<file path="config.mk">
export PLATFORM = sky130hd
export DESIGN_NAME = weight_memory_compute_address_sequencer_flat
export DESIGN_NICKNAME = d
export VERILOG_FILES = /design/src/rtl/weight_memory_compute_address_sequencer_if.sv /design/src/rtl/weight_memory_compute_address_sequencer.sv /design/src/flat_wrapper.sv
export SDC_FILE = /design/constraint.sdc
export NUM_CORES = 1
export LEC_CHECK = 0
export CAP_MARGIN = 20
export CORE_ASPECT_RATIO = 1.5
export CORE_UTILIZATION = 50
export DETAILED_ROUTE_END_ITERATION = 10
export PLACE_DENSITY = 0.78
export SLEW_MARGIN = 20
export SYNTH_ARGS = -nofsm -noshare
export SYNTH_HDL_FRONTEND = slang
export SYNTH_SLANG_ARGS = --single-unit
</file>
<file path="constraint.sdc">
create_clock -name clk -period 4 [get_ports clk]
set_input_delay 1.2 -clock clk [delete_from_list [all_inputs] [get_ports clk]]
set_output_delay 1.2 -clock clk [all_outputs]
set_load 0.03 [all_outputs]
</file>
<file path="src/rtl/weight_memory_compute_address_sequencer_if.sv">
// weight_memory_compute_address_sequencer_if: run control plus per-PE-array skewed weight read addresses
interface weight_memory_compute_address_sequencer_if #(
   parameter int WEIGHT_BANK_DEPTH = 8,
   parameter int NUMBER_OF_PE_ARRAYS_PER_ROW = 8,
   parameter int COUNT_WIDTH = 16
);
   localparam int ADDR_W = WEIGHT_BANK_DEPTH > 1 ? $clog2(WEIGHT_BANK_DEPTH) : 1;
   logic start;
   logic [ADDR_W-1:0] start_address;
   logic [COUNT_WIDTH-1:0] weights_per_pass;
   logic [COUNT_WIDTH-1:0] number_of_passes;
   logic stall;
   logic [ADDR_W-1:0] compute_address [NUMBER_OF_PE_ARRAYS_PER_ROW];
   logic [NUMBER_OF_PE_ARRAYS_PER_ROW-1:0] compute_address_valid;
   logic busy;
   logic done;
   modport master (
      output start, start_address, weights_per_pass, number_of_passes, stall,
      input compute_address, compute_address_valid, busy, done
   );
   modport slave (
      input start, start_address, weights_per_pass, number_of_passes, stall,
      output compute_address, compute_address_valid, busy, done
   );
endinterface

</file>
<file path="src/rtl/weight_memory_compute_address_sequencer.sv">
// weight_memory_compute_address_sequencer: repeats a weight address window per pass and skews it across PE arrays
module weight_memory_compute_address_sequencer #(
   parameter int WEIGHT_BANK_DEPTH = 8,
   parameter int NUMBER_OF_PE_ARRAYS_PER_ROW = 8,
   parameter int COUNT_WIDTH = 16
) (
   input logic clk,
   input logic resetn,
   weight_memory_compute_address_sequencer_if.slave bus
);
   localparam int ADDR_W = WEIGHT_BANK_DEPTH > 1 ? $clog2(WEIGHT_BANK_DEPTH) : 1;
   localparam int N = NUMBER_OF_PE_ARRAYS_PER_ROW;
   typedef enum logic [1:0] {IDLE, RUN, DRAIN, DONE} state_t;
   state_t state;
   logic [ADDR_W-1:0] base;
   logic [ADDR_W-1:0] addr [N];
   logic [N-1:0] valid;
   logic [COUNT_WIDTH-1:0] wpp, np, offset, pass, drain, next_offset;
   logic busy, done, last;
   assign last = offset == wpp - 1'b1 && pass == np - 1'b1;
   assign next_offset = offset == wpp - 1'b1 ? '0 : offset + 1'b1;
   assign bus.compute_address = addr;
   assign bus.compute_address_valid = valid;
   assign bus.busy = busy;
   assign bus.done = done;
   always_ff @(posedge clk) begin
      if (!resetn) begin
         state <= IDLE;
         base <= '0;
         wpp <= '0;
         np <= '0;
         offset <= '0;
         pass <= '0;
         drain <= '0;
         valid <= '0;
         addr <= '{default: '0};
         busy <= 1'b0;
         done <= 1'b0;
      end else begin
         done <= 1'b0;
         if (!bus.stall)
            for (int i = N - 1; i > 0; i--) begin
               valid[i] <= valid[i-1];
               addr[i] <= addr[i-1];
            end
         case (state)
            IDLE: if (bus.start) begin
               base <= bus.start_address;
               wpp <= bus.weights_per_pass;
               np <= bus.number_of_passes;
               offset <= '0;
               pass <= '0;
               busy <= 1'b1;
               if (bus.weights_per_pass == '0 || bus.number_of_passes == '0) begin
                  state <= DONE;
                  done <= 1'b1;
               end else begin
                  state <= RUN;
                  valid[0] <= 1'b1;
                  addr[0] <= bus.start_address;
               end
            end
            RUN: if (!bus.stall) begin
               if (last) begin
                  valid[0] <= 1'b0;
                  drain <= '0;
                  state <= N > 1 ? DRAIN : DONE;
                  done <= N == 1;
               end else begin
                  offset <= next_offset;
                  if (offset == wpp - 1'b1) pass <= pass + 1'b1;
                  // address wraps modulo the bank depth by truncation
                  addr[0] <= base + next_offset[ADDR_W-1:0];
               end
            end
            DRAIN: if (!bus.stall) begin
               drain <= drain + 1'b1;
               if (drain == COUNT_WIDTH'(N - 2)) begin
                  state <= DONE;
                  done <= 1'b1;
               end
            end
            DONE: begin
               state <= IDLE;
               busy <= 1'b0;
            end
            default: state <= IDLE;
         endcase
      end
   end
endmodule
</file>
<file path="src/flat_wrapper.sv">
// flat-port wrapper written by rule: the top's interface ports become plain ports
module weight_memory_compute_address_sequencer_flat 
#(
   parameter int WEIGHT_BANK_DEPTH = 8,
   parameter int NUMBER_OF_PE_ARRAYS_PER_ROW = 8,
   parameter int COUNT_WIDTH = 16
)
  (clk, resetn, bus_start, bus_start_address, bus_weights_per_pass, bus_number_of_passes, bus_stall, bus_compute_address, bus_compute_address_valid, bus_busy, bus_done);
  weight_memory_compute_address_sequencer_if #(.WEIGHT_BANK_DEPTH(WEIGHT_BANK_DEPTH), .NUMBER_OF_PE_ARRAYS_PER_ROW(NUMBER_OF_PE_ARRAYS_PER_ROW), .COUNT_WIDTH(COUNT_WIDTH)) bus_i ();
  input logic clk;
  input logic resetn;
  input wire logic [$bits(bus_i.start)-1:0] bus_start;
  input wire logic [$bits(bus_i.start_address)-1:0] bus_start_address;
  input wire logic [$bits(bus_i.weights_per_pass)-1:0] bus_weights_per_pass;
  input wire logic [$bits(bus_i.number_of_passes)-1:0] bus_number_of_passes;
  input wire logic [$bits(bus_i.stall)-1:0] bus_stall;
  output wire logic [$bits(bus_i.compute_address)-1:0] bus_compute_address;
  output wire logic [$bits(bus_i.compute_address_valid)-1:0] bus_compute_address_valid;
  output wire logic [$bits(bus_i.busy)-1:0] bus_busy;
  output wire logic [$bits(bus_i.done)-1:0] bus_done;
  assign bus_i.start = bus_start;
  assign bus_i.start_address = bus_start_address;
  assign bus_i.weights_per_pass = bus_weights_per_pass;
  assign bus_i.number_of_passes = bus_number_of_passes;
  assign bus_i.stall = bus_stall;
  assign bus_compute_address = {>>{bus_i.compute_address}};
  assign bus_compute_address_valid = bus_i.compute_address_valid;
  assign bus_busy = bus_i.busy;
  assign bus_done = bus_i.done;
  weight_memory_compute_address_sequencer #(.WEIGHT_BANK_DEPTH(WEIGHT_BANK_DEPTH), .NUMBER_OF_PE_ARRAYS_PER_ROW(NUMBER_OF_PE_ARRAYS_PER_ROW), .COUNT_WIDTH(COUNT_WIDTH)) u_core (.clk(clk), .resetn(resetn), .bus(bus_i));
endmodule
</file>
==> flow_summary.ini <==
[setup_path]
cp.depth = 15
critPathRequiredTime_ps = 4300
crit_path_top_delay_cell = a2111oi_0
crit_type = reg2reg
cp_cell_sequence = inv_1 -> ha_1 -> nor4b_4 -> nand2_1 -> a2111oi_0 -> a211oi_1 -> and4b_2 -> nor2_1 -> ha_1 -> inv_1 -> fa_1 -> xor2_1 -> nand2_1 -> o211ai_1 -> mux2i_1
r2r_start = u_core.wpp[0]
cp-start-kind = register
endpoint = u_core.bus.compute_address[23]
critPathBufInv = 2
slowest_delay_ps = 510
crit_path_end_kind = register
r2r_slack_ps = 540
crit_family = simple AND/OR/NAND/NOR gates
rr_endpoint = u_core.bus.compute_address[23]
r2r.worst_path.cells = 15
startpoint = u_core.wpp[0]
cp.arrival_ps = 3760
crit_path_max_fanout = 6

[finish]
layout_common_cells = dfxtp_1, nand2_1, nor2_1, a21oi_1, clkdlybuf4s50_1
final_util_pct = 63.7
mostFrequentLayoutCell = dfxtp_1
drive_above_1_share_pct = 6.84
antennaDiodeCount = 0
nFillCells = 991
nets = 886
area_delta_synth_final_pct = 22.8

[clock_tree]
clkSlewWorstSetupHoldPaths_ps = 60
numCtsBuffers = 17
cts_setup_buffers = 0
clk_root_buffer_cell = clkbuf_16
htreeDepth = 4
ctsHoldBuffers = 0
clock_path_buffers = 2
numClockSinks = 119
cts_tree = yes
post_cts_resized = 0
clk_latency_ps = 420

[detailed_routing]
totalWireLength_um = 15700
wl_per_cell_um = 15.6
viasPerCell = 5.81
vias = 5820
drt_iter0_markers = 357
firstDrtPassIters = 5
ant_nets = 0
drc = 0

[timing]
min_period_ps = 3460
relSlewSlack_pct = 44.7
period_share_pct = 86.6
rsz0062_at_grt = false
max_freq_mhz = 289
drv_slew = 0
skew_ps = 10.5
hold_viol = 0
finalSetupViolCount = 0
fin_setup_tns_ps = 0
worstMarginPinSlew_ps = 822

[grt]
grt_overflow = 0
grt_max_degree = 60
grt_pass1_vias = 5741
grt_first_pass_wirelength_um = 26500
antenna_found_initial = 0
grt_usage_pct = 25.4

[job]
max_cap_violations = 0

[yosys]
ys_ff_latch = 119
yosysWarnings = 0
postSynth.asyncResetShare_pct = 0
netlist_area_mm2 = 0.00626
syn_inst = 770
synth_flop_cell = dfxtp_1
ys_seq_area_share_pct = 38.0
synth.area.top_cells = dfxtp_1, nand2_1, a21oi_1
synth_top_area_share_pct = 38.0
yosys.area.top_type = dfxtp_1
syn_nets = 821
synth-edff-count = 0
ys_types = 68
synth_area_per_cell_um2 = 8.14

[floorplanning]
coreArea_mm2 = 0.0121
fp.dieW_um = 93.4
fp.dieArea_mm2 = 0.0130
fp.dieH_um = 139
rows = 49
ios = 73
initial_core_util_pct = 51.9

[power]
ir_drop_mv = 0.387
p_leak_uw = 0.00286
p_per_area_mw_per_mm2 = 558

[placed_design]
port_buffers = 72
gp_congestion = 0.933
dp_hpwl_um = 11400

[run_status]
status = complete, no violations

[hold_path]
hold_class = reg2reg
cell usage after synthesis (2+ instances only):
| cell | instances |
|---|---|
| a21boi_0 | 5 |
| nand4b_1 | 2 |
| buf_1 | 3 |
| and3_1 | 15 |
| nand3_1 | 19 |
| nor4b_1 | 2 |
| and4_1 | 4 |
| nand3b_1 | 4 |
| a311oi_1 | 2 |
| nor2b_1 | 5 |
| o211ai_1 | 6 |
| nor2_1 | 82 |
| xnor2_1 | 36 |
| o2111ai_1 | 3 |
| inv_1 | 20 |
| a31oi_1 | 5 |
| xor2_1 | 24 |
| o2111a_1 | 2 |
| o211a_1 | 2 |
| a211o_1 | 3 |
| buf_2 | 2 |
| o21ai_0 | 28 |
| clkbuf_1 | 27 |
| dfxtp_1 | 119 |
| or3_1 | 19 |
| nand2b_1 | 2 |
| nor3b_1 | 4 |
| nand2_1 | 112 |
| a21oi_1 | 71 |
| ha_1 | 11 |
| and2_1 | 4 |
| a211oi_1 | 5 |
| nor4_1 | 13 |
| or4_1 | 4 |
| or2_2 | 4 |
| nor3_1 | 17 |
| mux2i_1 | 32 |
| nand4_1 | 18 |
| a21o_1 | 2 |
| o31ai_1 | 3 |
| nor4bb_1 | 2 |
through the flow:
stage                     total power, µW  std cells  hold WS (ps)  setup WS, ps  area, µm²
final                                4300       1001           471           538       7690
after global routing                 4530       1001           504           246       7690
after CTS                            4300       1001           474           579       7690
after detailed placement             2750        969           451           643       7090
after global placement               2690        969           448           776       7090
after floorplan                      2400        770           436           914       6260
worst min-delay path: cells and delay by family, from the launching register on:
family / cells / cell delay [ps]
DFF: 1 / 310
and+or+nand+nor: 1 / 60
AOI/OAI and AO/OA: 1 / 50
logic make-up after synthesis:
logic type | count (synthesis) | share of synthesized area [%]
and+or+nand+nor | 341 | 27.4
AOI/OAI and AO/OA | 151 | 14.9
DFF | 119 | 38.0
xor gates and xnor gates | 60 | 8.39
buffers and inverters | 54 | 3.46
muxes | 33 | 5.29
adders and majority gates | 12 | 2.52
flip-flops by register name (all words and copies together), names as in the netlist:
| signal | cells |
|---|---|
| u_core.bus.done | 1 |
| u_core.state | 2 |
| u_core.base | 3 |
| u_core.np | 16 |
| u_core.offset | 16 |
| u_core.bus.compute_address_valid | 8 |
| u_core.drain | 16 |
| u_core.bus.busy | 1 |
| u_core.pass | 16 |
| u_core.wpp | 16 |
| u_core.bus.compute_address | 24 |
layer usage:
| metal | up-vias | routed length (µm) | track usage (%) |
|---|---|---|---|
| li1 | 2854 | - | - |
| met5 | - | 0 | 0 |
| met2 | 183 | 8350 | 45.6 |
| met3 | 42 | 730 | 5.15 |
| met4 | 0 | 422 | 10.7 |
| met1 | 2741 | 6150 | 28.6 |
report_power, final:
group          internal, µW  leakage (µW)  switching, µW
Combinational           532       0.00161            793
Sequential             1290      0.000966            136
Clock                   949      0.000289            591
Total                  2780       0.00286           1520
cell type report:
type / instances / area [µm²] / area share, %
clock inverters: 14 / 163 / 2.11
inverters: 20 / 75.1 / 0.976
repair buffers: 80 / 776 / 10.1
multi-input cells: 597 / 3670 / 47.7
clock buffers: 18 / 439 / 5.71
well taps: 153 / 191 / 2.49
flip-flops and latches: 119 / 2380 / 31.0
worst min-delay path by stage:
stage | from | to | slack [ps] | cells after the start
detailed placement | u_core.base[1] | u_core.base[1] | 450 | 2
global placement | u_core.base[1] | u_core.base[1] | 450 | 2
finish | u_core.base[0] | u_core.base[0] | 470 | 2
global route | u_core.base[0] | u_core.base[0] | 500 | 2
floorplan | u_core.base[1] | u_core.base[1] | 440 | 2
CTS | u_core.base[0] | u_core.base[0] | 470 | 2
Note: power is estimated with default switching activity, not from simulation.
